<file path="src/rtl/iqft_pkg.sv">
// Shared types and constants for the sequential 4-point inverse QFT engine.
package iqft_pkg;

    localparam int N         = 4;
    localparam int FRAC_BITS = 5;
    localparam int DW        = 13;
    localparam int AW        = DW + 3;

    typedef enum logic [1:0] {
        LOAD    = 2'd0,
        COMPUTE = 2'd1,
        OUTPUT  = 2'd2
    } state_e;

    typedef logic signed [DW-1:0] din_t;
    typedef logic signed [AW-1:0] acc_t;

endpackage

</file>
<file path="src/rtl/iqft_rot.sv">
// Multiplies a complex sample by j^m, widening to accumulator width first
// so negating the most negative input is exact.
module iqft_rot
    import iqft_pkg::*;
(
    input  logic [1:0] m,
    input  din_t       in_re,
    input  din_t       in_im,
    output acc_t       out_re,
    output acc_t       out_im
);

    acc_t re_x;
    acc_t im_x;

    assign re_x = acc_t'(in_re);
    assign im_x = acc_t'(in_im);

    always_comb begin
        out_re = re_x;
        out_im = im_x;
        case (m)
            2'd0: begin out_re = re_x;  out_im = im_x;  end
            2'd1: begin out_re = -im_x; out_im = re_x;  end
            2'd2: begin out_re = -re_x; out_im = -im_x; end
            2'd3: begin out_re = im_x;  out_im = -re_x; end
            default: begin out_re = re_x; out_im = im_x; end
        endcase
    end

endmodule

</file>
<file path="src/rtl/iqft_seq.sv">
// Sequential 4-point inverse QFT: load 4 beats, 16-cycle shared-accumulator
// compute, stream 4 results. Define IQFT_SCALE_EN to divide results by 4.
module iqft_seq
    import iqft_pkg::*;
(
    input  logic             clk,
    input  logic             rst_n,
    input  logic             in_valid,
    output logic             in_ready,
    input  logic signed [DW-1:0] in_re,
    input  logic signed [DW-1:0] in_im,
    output logic             out_valid,
    input  logic             out_ready,
    output logic signed [AW-1:0] out_re,
    output logic signed [AW-1:0] out_im,
    output logic [1:0]       out_idx,
    output logic             busy
);

    state_e     state_q, state_d;
    logic [1:0] n_cnt_q, n_cnt_d;
    logic [1:0] k_cnt_q, k_cnt_d;
    logic [1:0] o_cnt_q, o_cnt_d;
    din_t       x_re_q [N];
    din_t       x_re_d [N];
    din_t       x_im_q [N];
    din_t       x_im_d [N];
    acc_t       acc_re_q, acc_re_d;
    acc_t       acc_im_q, acc_im_d;
    acc_t       res_re_q [N];
    acc_t       res_re_d [N];
    acc_t       res_im_q [N];
    acc_t       res_im_d [N];

    logic [1:0] rot_m;
    acc_t       rot_re, rot_im;
    acc_t       sum_re, sum_im;

    // Rounds half toward +inf when scaling is built in; identity otherwise.
    function automatic acc_t scale_res(input acc_t s);
`ifdef IQFT_SCALE_EN
        acc_t t;
        t = s + acc_t'(2);
        return t >>> 2;
`else
        return s;
`endif
    endfunction

    // (k*n) mod 4 only needs the low two product bits.
    assign rot_m = {(k_cnt_q[1] & n_cnt_q[0]) ^ (k_cnt_q[0] & n_cnt_q[1]),
                    k_cnt_q[0] & n_cnt_q[0]};

    iqft_rot u_rot (
        .m      (rot_m),
        .in_re  (x_re_q[n_cnt_q]),
        .in_im  (x_im_q[n_cnt_q]),
        .out_re (rot_re),
        .out_im (rot_im)
    );

    assign sum_re = ((n_cnt_q == 2'd0) ? acc_t'(0) : acc_re_q) + rot_re;
    assign sum_im = ((n_cnt_q == 2'd0) ? acc_t'(0) : acc_im_q) + rot_im;

    always_comb begin
        state_d  = state_q;
        n_cnt_d  = n_cnt_q;
        k_cnt_d  = k_cnt_q;
        o_cnt_d  = o_cnt_q;
        x_re_d   = x_re_q;
        x_im_d   = x_im_q;
        acc_re_d = acc_re_q;
        acc_im_d = acc_im_q;
        res_re_d = res_re_q;
        res_im_d = res_im_q;
        case (state_q)
            LOAD: begin
                if (in_valid) begin
                    x_re_d[n_cnt_q] = in_re;
                    x_im_d[n_cnt_q] = in_im;
                    n_cnt_d         = n_cnt_q + 2'd1;
                    if (n_cnt_q == 2'd3) state_d = COMPUTE;
                end
            end
            COMPUTE: begin
                acc_re_d = sum_re;
                acc_im_d = sum_im;
                n_cnt_d  = n_cnt_q + 2'd1;
                if (n_cnt_q == 2'd3) begin
                    res_re_d[k_cnt_q] = scale_res(sum_re);
                    res_im_d[k_cnt_q] = scale_res(sum_im);
                    k_cnt_d           = k_cnt_q + 2'd1;
                    if (k_cnt_q == 2'd3) state_d = OUTPUT;
                end
            end
            OUTPUT: begin
                if (out_ready) begin
                    o_cnt_d = o_cnt_q + 2'd1;
                    if (o_cnt_q == 2'd3) state_d = LOAD;
                end
            end
            default: state_d = LOAD;
        endcase
    end

    always_ff @(posedge clk or negedge rst_n) begin
        if (!rst_n) begin
            state_q  <= LOAD;
            n_cnt_q  <= '0;
            k_cnt_q  <= '0;
            o_cnt_q  <= '0;
            acc_re_q <= '0;
            acc_im_q <= '0;
            for (int i = 0; i < N; i++) begin
                x_re_q[i]   <= '0;
                x_im_q[i]   <= '0;
                res_re_q[i] <= '0;
                res_im_q[i] <= '0;
            end
        end else begin
            state_q  <= state_d;
            n_cnt_q  <= n_cnt_d;
            k_cnt_q  <= k_cnt_d;
            o_cnt_q  <= o_cnt_d;
            acc_re_q <= acc_re_d;
            acc_im_q <= acc_im_d;
            x_re_q   <= x_re_d;
            x_im_q   <= x_im_d;
            res_re_q <= res_re_d;
            res_im_q <= res_im_d;
        end
    end

    assign in_ready  = (state_q == LOAD);
    assign out_valid = (state_q == OUTPUT);
    assign busy      = (state_q != LOAD);
    assign out_idx   = o_cnt_q;
    assign out_re    = out_valid ? res_re_q[o_cnt_q] : acc_t'(0);
    assign out_im    = out_valid ? res_im_q[o_cnt_q] : acc_t'(0);

endmodule

</file>
<file path="config.mk">
export PLATFORM = sky130hd
export DESIGN_NAME = iqft_seq
export DESIGN_NICKNAME = d
export VERILOG_FILES = /design/src/rtl/iqft_pkg.sv /design/src/rtl/iqft_rot.sv /design/src/rtl/iqft_seq.sv
export SDC_FILE = /design/constraint.sdc
export NUM_CORES = 1
export LEC_CHECK = 0
export CAP_MARGIN = 25
export CORE_UTILIZATION = 55
export CTS_CLUSTER_SIZE = 12
export DETAILED_ROUTE_END_ITERATION = 8
export PLACE_DENSITY = 0.73
export SETUP_SLACK_MARGIN = 0.2
export SLEW_MARGIN = 40
export SYNTH_ARGS = -nofsm -noshare
export SYNTH_HDL_FRONTEND = slang
export SYNTH_HIERARCHICAL = 1
export SYNTH_SLANG_ARGS = --single-unit
</file>
<file path="constraint.sdc">
create_clock -name clk -period 6 [get_ports clk]
set_clock_uncertainty 0.2 [all_clocks]
set_input_delay 1.2 -clock clk [delete_from_list [all_inputs] [get_ports clk]]
set_output_delay 1.2 -clock clk [all_outputs]
set_load 0.01 [all_outputs]
</file>
==> flow_summary_export.csv <==
group,metric,value,unit
outcome,outcome,"finished with violations",
outcome,violations,"DRC",
global_routing,grt-ovfl-total,0,
synthesis,ys.flop_type,"dfrtp_1",
synthesis,yosysTopAreaCell,"dfrtp_1",
worst_setup_path,arrival,5.38,ns
synthesis,synth.most_common_cell,"dfrtp_1",
drt,drc,17,
timing,fmax,0.193,GHz
clock_network,cts_setup_buffers,0,
hold_path,hold_path_depth,2,
synthesis,synth_xor_area_frac,0.0299,
worst_setup_path,r2r-start,"n_cnt_q[0]",
synthesis,synth.avg_cell_area,11.1,um2
finish,antenna_cells,0,
drt,routed_via_density,6.04,
clock_network,clock_latency,0.56,ns
synthesis,yosys.area_share.adder,0.0377,
drt,routed_wl,33100,um
timing,setup_tns,0,ns
worst_setup_path,cp_max_fo,17,
placed_design,dp.cells,1662,
synthesis,synth_compound_area_frac,0.119,
clock_network,ctsResizeCount,0,
finish,drive_gt1_frac,0.209,
global_routing,grt_max_degree,133,
synthesis,ys_warn_count,6,
synthesis,synth_area,0.0147,mm2
die,core_region_area,0.0261,mm2
synthesis,async_flop_share,1.00,
die,initial_core_util,0.561,
worst_setup_path,cp.required,6.20,ns
timing,slew-limit-headroom,0.468,
hold_path,holdCritStartpoint,"acc_re_q[5]",
synthesis,synth_top_family_by_area,"multiplexers",
synthesis,yosysSeqAreaShare,0.464,
die,num_rows,59,
flow_run,maxCapViolations,0,
timing,fin_crit,5.18,ns
timing,rsz0062_at_grt,"false",
clock_network,cts.sinks,272,
clock_network,cts_tree,"built",
worst_setup_path,startpoint_type,"flip-flop",
global_routing,grt_pass1_vias,10258,
synthesis,synthDominantCellAreaShare,0.464,
hold_path,min_path_type,"flip-flop to flip-flop",
clock_network,numCtsBuffers,30,
global_routing,antenna_found_initial,0,
timing,worst_slew_pin_slew,0.794,ns
timing,drv_slew,0,
placed_design,dp_hpwl,22300,um
worst_setup_path,reg2reg_depth,12,
timing,hold_viol_final,0,
finish,area_growth,13.1,%
die,die_y,165,um
timing,holdWs,0.272,ns
worst_setup_path,end_kind,"flip-flop",
finish,final_cells,1715,
drt,via_count,10355,
synthesis,synthTopCellsByArea,"dfrtp_1 (46%), mux2_2 (9.6%), mux4_2 (9.2%), o21ai_0 (5.4%), nand2_1 (4.7%)",
clock_network,cts_htree_levels,1,
synthesis,synthCells,1327,
drt,first_pass_iters,8,
worst_setup_path,criticalPathCategory,"flip-flop to flip-flop",
synthesis,synth_simple_gate_area_frac,0.116,
drt,postRouteAntennaNets,0,
worst_setup_path,crit_start,"n_cnt_q[0]",
synthesis,synth_edf_count,0,
drt,drt_iter0_markers,720,
placed_design,port_buffers,66,
clock_network,cts.clk_slew.worst_paths,0.06,ns
clock_network,clock-root-buffer,"clkbuf_16",
finish,final_net_count,1432,
timing,setup_viol_count_final,0,
clock_network,cts.hold.buffers_added,0,
synthesis,syn_nets,1400,
drt,wl_per_cell,19.3,um
die,die_area,0.0273,mm2
global_routing,grt_first_pass_wirelength,54600,um
timing,finalCritPeriodShare,0.863,
synthesis,synthMuxAreaShare,0.200,
synthesis,synth.ff_latch_count,272,
die,die-width,165,um
synthesis,synth_common_cells,"dfrtp_1 (272), nand2_1 (182), o21ai_0 (159)",
global_routing,grt.total_usage,0.254,
die,boundaryPins,67,
clock_network,clockBufferDepth,3,
placed_design,place.gp.congestion,0.948,
synthesis,ys_types,71,
through the flow:
step / instance area, um2 / setup WS (ns) / utilization
after global routing: 16600 / 0.435 / 0.635
after CTS: 16600 / 0.833 / 0.635
final: 16600 / 0.821 / 0.635
after detailed placement: 15600 / 0.843 / 0.596
after floorplan: 14700 / 1.37 / -
after global placement: 15500 / 0.933 / 0.595
metal layers:
layer / part of all wire / GRT usage
met5: 0 / 0
met2: 0.47 / 0.413
met1: 0.46 / 0.366
met4: 0.025 / 0.0686
met3: 0.044 / 0.0250
kinds of logic (layout without fill, tap and decap cells):
group,count (synthesis),after routing
adders and majority gates,43,43
buffers and inverters,109,162
xor gates and xnor gates,50,50
DFF,272,272
AOI/OAI and AO/OA,294,294
muxes,202,202
and+or+nand+nor,357,357
area by class of cell:
class	count	area, um2
Fill cell	2121	9550
Multi-Input combinational cell	946	7430
Timing Repair Buffer	88	843
Clock inverter	8	95.1
Clock buffer	45	908
Sequential cell	272	6810
Tap cell	335	419
Inverter	21	78.8
sequential cells by signal, indices dropped and copies added, names as in the netlist:
| register | count |
|---|---|
| acc_im_q | 16 |
| k_cnt_q | 2 |
| state_q | 2 |
| res_im_q | 64 |
| x_im_q | 52 |
| n_cnt_q | 2 |
| res_re_q | 64 |
| out_idx | 2 |
| x_re_q | 52 |
| acc_re_q | 16 |
placed cells by master, fill, tap and decap left out, types with 8 or more instances in the layout:
master and instances:
a21o_1 10, mux2_2 125, mux4_2 60, nor2_1 39, a21oi_1 52, nand3_1 10, nor2b_1 32, ha_1 41
buf_4 21, inv_1 19, nand2_1 182, xnor2_1 31, nor3_1 10, clkdlybuf4s50_1 65, o21ai_0 159, and2_1 34
clkbuf_16 31, dfrtp_1 268, nand4_1 8, xor2_1 18, a211oi_1 9, mux2i_1 17, clkbuf_8 8
final timing paths:
check	end	slack (ns)
min in group asynchronous	res_im_q[54]	0.45
hold reg to reg	acc_re_q[5]	0.27
max in group asynchronous	n_cnt_q[1]	3.96
setup / recovery	res_re_q[61]	0.82
setup reg to reg	res_re_q[61]	0.82
hold / removal	acc_re_q[5]	0.27
worst max-delay path, stage by stage, from the launching register on:
cell,delay [ns]
dfrtp_2,0.75
buf_4,0.38
mux4_2,0.63
nor3b_1,0.60
nand3_1,0.30
mux2_2,0.35
a221oi_2,0.34
ha_1,0.34
a21o_1,0.17
a31o_2,0.24
o21bai_1,0.18
xnor2_1,0.35
o21ai_0,0.17
Power is not shown: default switching activity piles up to over one toggle a cycle in this logic, so the estimate is an artifact.
